--- config.mk ---
export PLATFORM = sky130hd
export DESIGN_NAME = ext_mem_arbiter
export DESIGN_NICKNAME = d
export VERILOG_FILES = /design/src/rtl/ext_mem_arbiter_pkg.sv /design/src/rtl/ext_mem_rr_picker.sv /design/src/rtl/ext_mem_arbiter.sv
export SDC_FILE = /design/constraint.sdc
export NUM_CORES = 1
export LEC_CHECK = 0
export BUFFER_PORTS_ARGS = -buffer_cell sky130_fd_sc_hd__buf_2
export CAP_MARGIN = 10
export CORE_AREA = 2 2 118 120
export CTS_BUF_LIST = sky130_fd_sc_hd__clkbuf_16
export CTS_CLUSTER_DIAMETER = 30
export DETAILED_ROUTE_END_ITERATION = 8
export DIE_AREA = 0 0 120 122
export MAX_ROUTING_LAYER = met4
export SLEW_MARGIN = 20
export SYNTH_ARGS = -nofsm -noshare
export SYNTH_HDL_FRONTEND = slang
export SYNTH_HIERARCHICAL = 1
export SYNTH_SLANG_ARGS = --single-unit
--- constraint.sdc ---
create_clock -name clk -period 1.2 [get_ports clk]
set_input_delay 0.12 -clock clk [delete_from_list [all_inputs] [get_ports clk]]
set_output_delay 0.12 -clock clk [all_outputs]
set_load 0.1 [all_outputs]
--- src/rtl/ext_mem_arbiter_pkg.sv ---
// Shared native-bus layout for the external-memory interconnect: widths, field offsets
// and the arbiter state encoding.
package ext_mem_arbiter_pkg;

  typedef enum logic [1:0] {StIdle, StBusy, StInvWait, StInv} arb_state_e;

  // Request fields MSB-first: valid, addr, wdata, wstrb. Response: rdata, ready.
  localparam int unsigned ReqWstrbLsb  = 0;
  localparam int unsigned RespReadyBit = 0;
  localparam int unsigned RespRdataLsb = 1;

  function automatic int unsigned req_width(int unsigned addr_w, int unsigned data_w);
    return 1 + addr_w + data_w + data_w / 8;
  endfunction

  function automatic int unsigned resp_width(int unsigned data_w);
    return data_w + 1;
  endfunction

  function automatic int unsigned req_valid_bit(int unsigned addr_w, int unsigned data_w);
    return addr_w + data_w + data_w / 8;
  endfunction

  function automatic int unsigned req_addr_lsb(int unsigned data_w);
    return data_w + data_w / 8;
  endfunction

  function automatic int unsigned req_wdata_lsb(int unsigned data_w);
    return data_w / 8;
  endfunction

  function automatic int unsigned rr_index(int unsigned last, int unsigned k, int unsigned n);
    return (last + k) % n;
  endfunction

endpackage

--- src/rtl/ext_mem_rr_picker.sv ---
// Combinational round-robin priority encoder: first valid requester after the last grant.
module ext_mem_rr_picker
  import ext_mem_arbiter_pkg::*;
#(
  parameter int unsigned N_MASTERS = 2,
  parameter int unsigned IDX_W     = (N_MASTERS > 1) ? $clog2(N_MASTERS) : 1
) (
  input  logic [N_MASTERS-1:0] i_valid,
  input  logic [IDX_W-1:0]     i_last_grant,
  output logic                 o_any,
  output logic [IDX_W-1:0]     o_grant
);

  logic             w_found;
  logic [IDX_W-1:0] w_idx;

  always_comb begin
    o_any   = |i_valid;
    o_grant = '0;
    w_found = 1'b0;
    w_idx   = '0;
    for (int unsigned k = 1; k <= N_MASTERS; k++) begin
      w_idx = IDX_W'(rr_index(32'(i_last_grant), k, N_MASTERS));
      if (!w_found && i_valid[w_idx]) begin
        w_found = 1'b1;
        o_grant = w_idx;
      end
    end
  end

endmodule

--- src/rtl/ext_mem_arbiter.sv ---
// Round-robin arbiter onto the L2 native port plus L2 force-invalidate sequencer.
module ext_mem_arbiter
  import ext_mem_arbiter_pkg::*;
#(
  parameter int unsigned N_MASTERS = 2,
  parameter int unsigned ADDR_W    = 30,
  parameter int unsigned DATA_W    = 32,
  localparam int unsigned REQ_W    = req_width(ADDR_W, DATA_W),
  localparam int unsigned RESP_W   = resp_width(DATA_W)
) (
  input  logic                          clk,
  input  logic                          rst,
  input  logic [N_MASTERS*REQ_W-1:0]    m_req,
  output logic [N_MASTERS*RESP_W-1:0]   m_resp,
  output logic [REQ_W-1:0]              s_req,
  input  logic [RESP_W-1:0]             s_resp,
  input  logic                          inv_req,
  input  logic                          wtb_empty_in,
  output logic                          force_inv_out,
  output logic                          inv_pending
);

  localparam int unsigned IDX_W     = (N_MASTERS > 1) ? $clog2(N_MASTERS) : 1;
  localparam int unsigned VALID_BIT = req_valid_bit(ADDR_W, DATA_W);

  arb_state_e         r_state, w_state_next;
  logic [IDX_W-1:0]   r_grant, w_grant_next;
  logic [IDX_W-1:0]   r_last_grant, w_last_grant_next;
  logic               r_inv_pending, w_inv_pending_next;
  logic [N_MASTERS-1:0] w_valid;
  logic               w_pick_any;
  logic [IDX_W-1:0]   w_pick_idx;

  always_comb begin
    w_valid = '0;
    for (int unsigned i = 0; i < N_MASTERS; i++) begin
      w_valid[i] = m_req[i*REQ_W + VALID_BIT];
    end
  end

  ext_mem_rr_picker #(
    .N_MASTERS (N_MASTERS),
    .IDX_W     (IDX_W)
  ) u_picker (
    .i_valid      (w_valid),
    .i_last_grant (r_last_grant),
    .o_any        (w_pick_any),
    .o_grant      (w_pick_idx)
  );

  always_ff @(posedge clk or posedge rst) begin
    if (rst) begin
      r_state       <= StIdle;
      r_grant       <= '0;
      r_last_grant  <= IDX_W'(N_MASTERS - 1);
      r_inv_pending <= 1'b0;
    end else begin
      r_state       <= w_state_next;
      r_grant       <= w_grant_next;
      r_last_grant  <= w_last_grant_next;
      r_inv_pending <= w_inv_pending_next;
    end
  end

  always_comb begin
    w_state_next      = r_state;
    w_grant_next      = r_grant;
    w_last_grant_next = r_last_grant;
    s_req             = '0;
    m_resp            = '0;
    force_inv_out     = 1'b0;
    // A new request in the INV cycle survives the clear, queuing a follow-up invalidate.
    w_inv_pending_next = inv_req | (r_inv_pending & (r_state != StInv));

    unique case (r_state)
      StIdle: begin
        if (r_inv_pending) begin
          w_state_next = StInvWait;
        end else if (w_pick_any) begin
          w_grant_next = w_pick_idx;
          w_state_next = StBusy;
        end
      end
      StBusy: begin
        s_req = m_req[32'(r_grant)*REQ_W +: REQ_W];
        m_resp[32'(r_grant)*RESP_W +: RESP_W] = s_resp;
        if (s_resp[RespReadyBit]) begin
          w_last_grant_next = r_grant;
          w_state_next      = StIdle;
        end
      end
      StInvWait: begin
        if (wtb_empty_in) begin
          w_state_next = StInv;
        end
      end
      StInv: begin
        force_inv_out = 1'b1;
        w_state_next  = StIdle;
      end
      default: w_state_next = StIdle;
    endcase
  end

  assign inv_pending = r_inv_pending;

endmodule
* After elaboration in Yosys (flattened, before gate mapping)
Index checks and enable logic that the tools add are counted.
** Storage, ports and cells
- Output and inout bits :: 135
- Register bits :: 5
** Cells by class
- Magnitude comparators :: 2
- Multiply operators :: 2
- Add/subtract/negate cells :: 3
- Equality and inequality tests :: 7
- Bitwise operators :: 4
- Shifts and indexed selects :: 3
- Reduce and logical (&&, ||, !) cells :: 7
- Muxes and demuxes :: 15
** Operator list (number)
- variable part select 134 x 9 -> 67 bit :: 1
- 2-to-1 mux 67 bit :: 1
- bitwise AND 66 bit :: 1
- 2-to-1 mux 66 bit :: 1
- variable shift 33 x 34 -> 66 bit (first input constant) :: 1
- variable part select 33 x 34 -> 66 bit :: 1
- negation 7 -> 34 bit :: 1
- multiplier 1 x 7 -> 8 bit (second input constant) :: 1
- 2-to-1 mux 1 bit :: 8
- 2-to-1 mux 2 bit :: 4
- case mux 2 bit (4 select lines) :: 1
- multiplier 1 x 6 -> 7 bit (second input constant) :: 1
- inequality test 2 bit (second input constant) :: 3
- AND reduction 3 bit :: 2
- == test 2 bit (second input constant) :: 2
- less-than comparator 1 x 2 -> 1 bit (second input constant) :: 2
- inequality test 3 x 2 -> 1 bit (second input constant) :: 1
- adder 1 bit (second input constant) :: 2
- == test 2 x 1 -> 1 bit (second input constant) :: 1
- logical NOT 2 bit :: 1
- AND reduction 2 bit :: 1
- OR reduction 2 bit :: 1
- bitwise AND 1 bit :: 1
- logical AND 1 bit :: 1
- 3 further kinds :: 3

* Longest topological paths before layout
- Word-level depth :: 7
- Depth in mapped cells :: 5
- Mapped depth without buffers :: 3

* By module
The synthesis kept the hierarchy.
** By module, submodules not included
- ext_mem_arbiter :: cells an instance 281, sequential area each 126.4 um^2, area each 1849.3 um^2, instances 1
- ext_mem_rr_picker :: cells an instance 2, sequential area each 0.0 um^2, area each 13.8 um^2, instances 1

* Worst setup path before layout
No wires, ideal clock.
- Path type :: reg2out
- Start :: reg r_grant
- End :: out m_resp[10]
- Stages on the path, launching flop included :: 6
- Data arrival time :: 2163 ps
- Buffers on the path :: 3
- Data required time :: 1080 ps
- Slack :: -1083 ps
- Path through :: dfrtp_1 > buf_4 > nand2b_1 > buf_2 > buf_6 > nor2_1
** On the way
- Cells in the longest elaborated chain, start to end :: 5
- Elaborated cells on any way between the ends :: 6
- Classes of those cells :: add/sub: 1; mul: 1; shift: 2; mux: 1; bitwise: 1
** Ends and longest elaborated chain
- from (decl) :: RTL line ext_mem_arbiter.sv:27 : logic [IDX_W-1:0] r_grant, w_grant_next;
- from (signal assigned) :: RTL line ext_mem_arbiter.sv:59 : r_grant <= w_grant_next;
- multiplier 1 x 6 -> 7 bit (*) :: RTL line ext_mem_arbiter.sv:86 : m_resp[32'(r_grant)*RESP_W +: RESP_W] = s_resp;
- negation 7 -> 34 bit (*) :: RTL line ext_mem_arbiter.sv:86
- variable part select 33 x 34 -> 66 bit or variable shift 33 x 34 -> 66 bit (tied branches) :: RTL line ext_mem_arbiter.sv:86
- bitwise AND 66 bit (no line) (*)
- 2-to-1 mux 66 bit (*) :: RTL line ext_mem_arbiter.sv:75 : unique case (r_state)
- to (decl) :: RTL line ext_mem_arbiter.sv:14 : output logic [N_MASTERS*RESP_W-1:0] m_resp,
Every way passes the cells marked *; elsewhere a longest branch is shown, timed or not.

* Worst setup path after layout
- Start :: reg r_grant
- End :: out s_req[24]
** On the way
- Cells in the longest elaborated chain, start to end :: 3
** Ends and longest elaborated chain
- multiplier 1 x 7 -> 8 bit :: RTL line ext_mem_arbiter.sv:85 : s_req = m_req[32'(r_grant)*REQ_W +: REQ_W];
- variable part select 134 x 9 -> 67 bit :: RTL line ext_mem_arbiter.sv:85
- 2-to-1 mux 67 bit :: RTL line ext_mem_arbiter.sv:75
- to (decl) :: RTL line ext_mem_arbiter.sv:15 : output logic [REQ_W-1:0] s_req,
No other way between the ends.

==> summary.txt <==
Synth
  • Yosys warns: 6
  • Sequential area share after synthesis: 6.78%
  • Post-Syn Instances: 283
  • Ys flop type: dfrtp_1
  • Post-Syn Area: 0.00186 mm^2
  • Synth Net Count: 454
  • Synth Register Bits: 5
  • Top cells by count, synth: nor2_1, mux2i_1, nand2b_1
  • Synth area leader: mux2i_1
  • Distinct cells, synth: 23
  • Synth top area share: 36.0%
  • EDFF count, synth: 0
  • Post-synthesis average cell area: 6.58 um^2
  • Asr flop ratio synth: 100%
  • Top post-synthesis cells by area: mux2i_1, nor2_1, nand2b_1
  • Most frequent cell after synthesis: nor2_1

Critical path
  • Crit path capture type: primary output
  • Critical-path top delay cell: dfrtp_4
  • Critical path's largest stage delay: 0.53 ns
  • Critical path, cell by cell: buf_12 -> buf_12 -> mux2i_4 -> nor2_4 -> buf_12
  • Worst-path fanout max: 9
  • Setup CP Type: flip-flop to primary output
  • Most frequent CP cell: buf_12
  • Startpoint Class: flip-flop
  • Critical Path AT: 1.60 ns
  • CP delay by family, top: flip-flops
  • CP Data Required Time: 1.08 ns
  • Buf+Inv Stages, Crit Path: 3

Routing
  • First-pass DRT Iterations: 3
  • # DRC: 0
  • DR WL met2: 7.47 mm
  • Avg WL per Cell: 16.6 um
  • Final ANT Viol Nets: 0
  • Via-to-Cell Ratio: 4.09
  • Wire length on met3: 836 um
  • Total number of vias: 3296
  • DRT iter0 DRCs: 53
  • M1 WL: 4.88 mm
  • Final wirelength: 13.4 mm
  • DR top layer: met4

Status
  • Violated checks: negative setup slack
  • Status: complete, but fails checks

Finish
  • Layout Nets: 797
  • Share of layout cells above drive strength 1: 97.6%
  • Core Util, Final: 60.1%
  • Antenna Cells: 0
  • Layout area overhead: 336%

Timing
  • Max Freq: 0.582 GHz
  • Slew Limit Fails: 0
  • Fin. Hold Viols: 0
  • RSZ-0062 raised after global routing: true
  • Finish-stage setup viols: 137
  • Worst-Margin Slew: 0.247 ns
  • Tcrit/Tclk final: 143%
  • PnR worst setup slack: -0.519 ns
  • Slew headroom: 83.1%
  • Final worst clock skew: 0.000827 ns
  • Min Tclk post-route: 1.72 ns

Power and ir drop
  • P per Cell Area: 2200 mW/mm^2
  • Gate power share: 94.5%
  • Cell-internal power: 0.00803 W
  • Sequential share of power: 2.4%
  • Switching pwr: 0.00985 W
  • Design Power: 0.0179 W
  • Leakage: 3.22 nW
  • VDD IR-drop max: 0.00123 V
  • Clock power frac: 3.1%
  • Sw Ratio: 55.1%

Clock network
  • Cts bufs inserted: 3
  • Max Root-Sink Buffers: 2
  • Clock Latency Late Sink: 0.23 ns
  • Root Driver: clkbuf_16
  • H-tree levels: 1
  • Clock sinks: 5
  • Clock transition at path regs: 0.03 ns
  • TritonCTS clock tree: done

Placement
  • Post-DP HPWL: 10.5 mm
  • Post-Place Worst Slack: -0.303 ns
  • Final GP Congestion: 0.891
  • Port Buffers: 305

Hold path
  • Hold WC Path Type: primary input to flip-flop

GRT
  • Largest net degree at the start of global routing: 19
  • Number of global-route vias before repair: 3646
  • GRT Total Usage: 17.3%
  • Initial antenna violation count: 0
  • GRT Residual Overflow: 0
  • First-pass GRT wire length: 19.5 mm

Floorplanning
  • Die H: 122 um
  • Placeable Area: 0.0135 mm^2
  • Die X: 120 um
  • I/O pin total: 306
  • DIE AREA: 0.0146 mm^2
  • Initial core utilization: 13.8%
  • Row count: 43

Job
  • # Max-Cap Violations: 0
==> through the flow <==
| stage | hold slack (ns) | setup TNS (ns) | instance area (um^2) | std cells |
|---|---|---|---|---|
| 2_1_floorplan | -0.102 | -39.59 | 3150 | 283 |
| 3_3_place_gp | 0.0308 | -25.21 | 7070 | 782 |
| 6_report | 0.0927 | -61.10 | 8120 | 805 |
| 5_1_grt | 0.106 | -66.24 | 8120 | 805 |
| 4_1_cts | 0.0954 | -57.67 | 7720 | 801 |
| 3_5_place_dp | 0.0392 | -27.16 | 7070 | 782 |
==> what timing repair did <==
action,CTS,global route
endpoints found under the setup margin,135,137
cloned,4,5
buffers inserted,10,4
resized for setup,93,63
pin swaps,25,36
endpoints found under the hold margin,4,0
hold buffers,1,0
==> cells by family (layout without fill, tap and decap cells) <==
kind of cell	after synthesis	count (layout)	share of synthesized area (%)
simple gates	177	178	43.8
mux	69	69	37.4
buf+inv	30	371	11.2
flops	5	5	6.78
compound gates	2	2	0.806
==> final cells by class <==
class / instances / area (um^2)
inverters: 3 / 15.0
well taps: 180 / 225
fillers: 1045 / 5380
clock inverters: 1 / 3.75
clock buffers: 3 / 75.1
multi-input cells: 249 / 3240
repair buffers: 364 / 4420
flip-flops and latches: 5 / 136
==> power by group through the flow <==
stage | Clock [W] | Combinational [W] | Sequential [W]
after CTS | 0.000545 | 0.0159 | 0.000403
after detailed placement | 0 | 0.0142 | 0.000383
final | 0.000548 | 0.0169 | 0.000434
after global placement | 0 | 0.0141 | 0.000376
after floorplan | 0 | 0.00980 | 0.000410
after global routing | 0.000567 | 0.0175 | 0.000448
==> worst reg2reg max path: stages (launching register included) <==
cell and delay (ns):
dfrtp_2 0.46, buf_6 0.16, buf_16 0.15, nor4b_4 0.28, mux2_4 0.33
==> per-layer routing <==
metal	track usage, %	vias to the layer above
met3	3.14	14
met1	20.1	1504
met5	-	-
met4	3.38	0
met2	31.1	170
li1	-	1608
==> state kept, by name, indices dropped and copies added (netlist names) <==
register	count
r_last_grant	1
inv_pending	1
r_grant	1
r_state	2
==> final timing paths <==
kind,start,cells after the start,to,slack [ns]
setup / recovery,r_grant$_DFFE_PP0P_,5,s_req[24],-0.52
hold / removal,inv_req,2,inv_pending$_DFF_PP0_,0.09
setup reg to reg,r_state[1]$_DFFE_PP0P_,4,r_grant$_DFFE_PP0P_,-0.29
hold reg to reg,r_last_grant$_DFFE_PP1P_,1,r_last_grant$_DFFE_PP1P_,0.62
max in group asynchronous,rst,3,r_last_grant$_DFFE_PP1P_,0.58
min in group asynchronous,rst,3,r_grant$_DFFE_PP0P_,0.37
==> placed cells by master, fill, tap and decap left out, drive strengths merged <==
cell / instances
or2: 1
mux2i: 67
clkbuf: 7
nor4b: 1
buf: 359
a21o: 1
mux2: 2
dlygate4sd3: 1
nand2: 2
clkinvlp: 1
nand2b: 35
nor2: 134
dfrtp: 4
and3b: 1
nand3b: 1
nor3b: 2
or3: 1
dfstp: 1
inv: 3
a21boi: 1
Power figures use the tool's default switching activity.
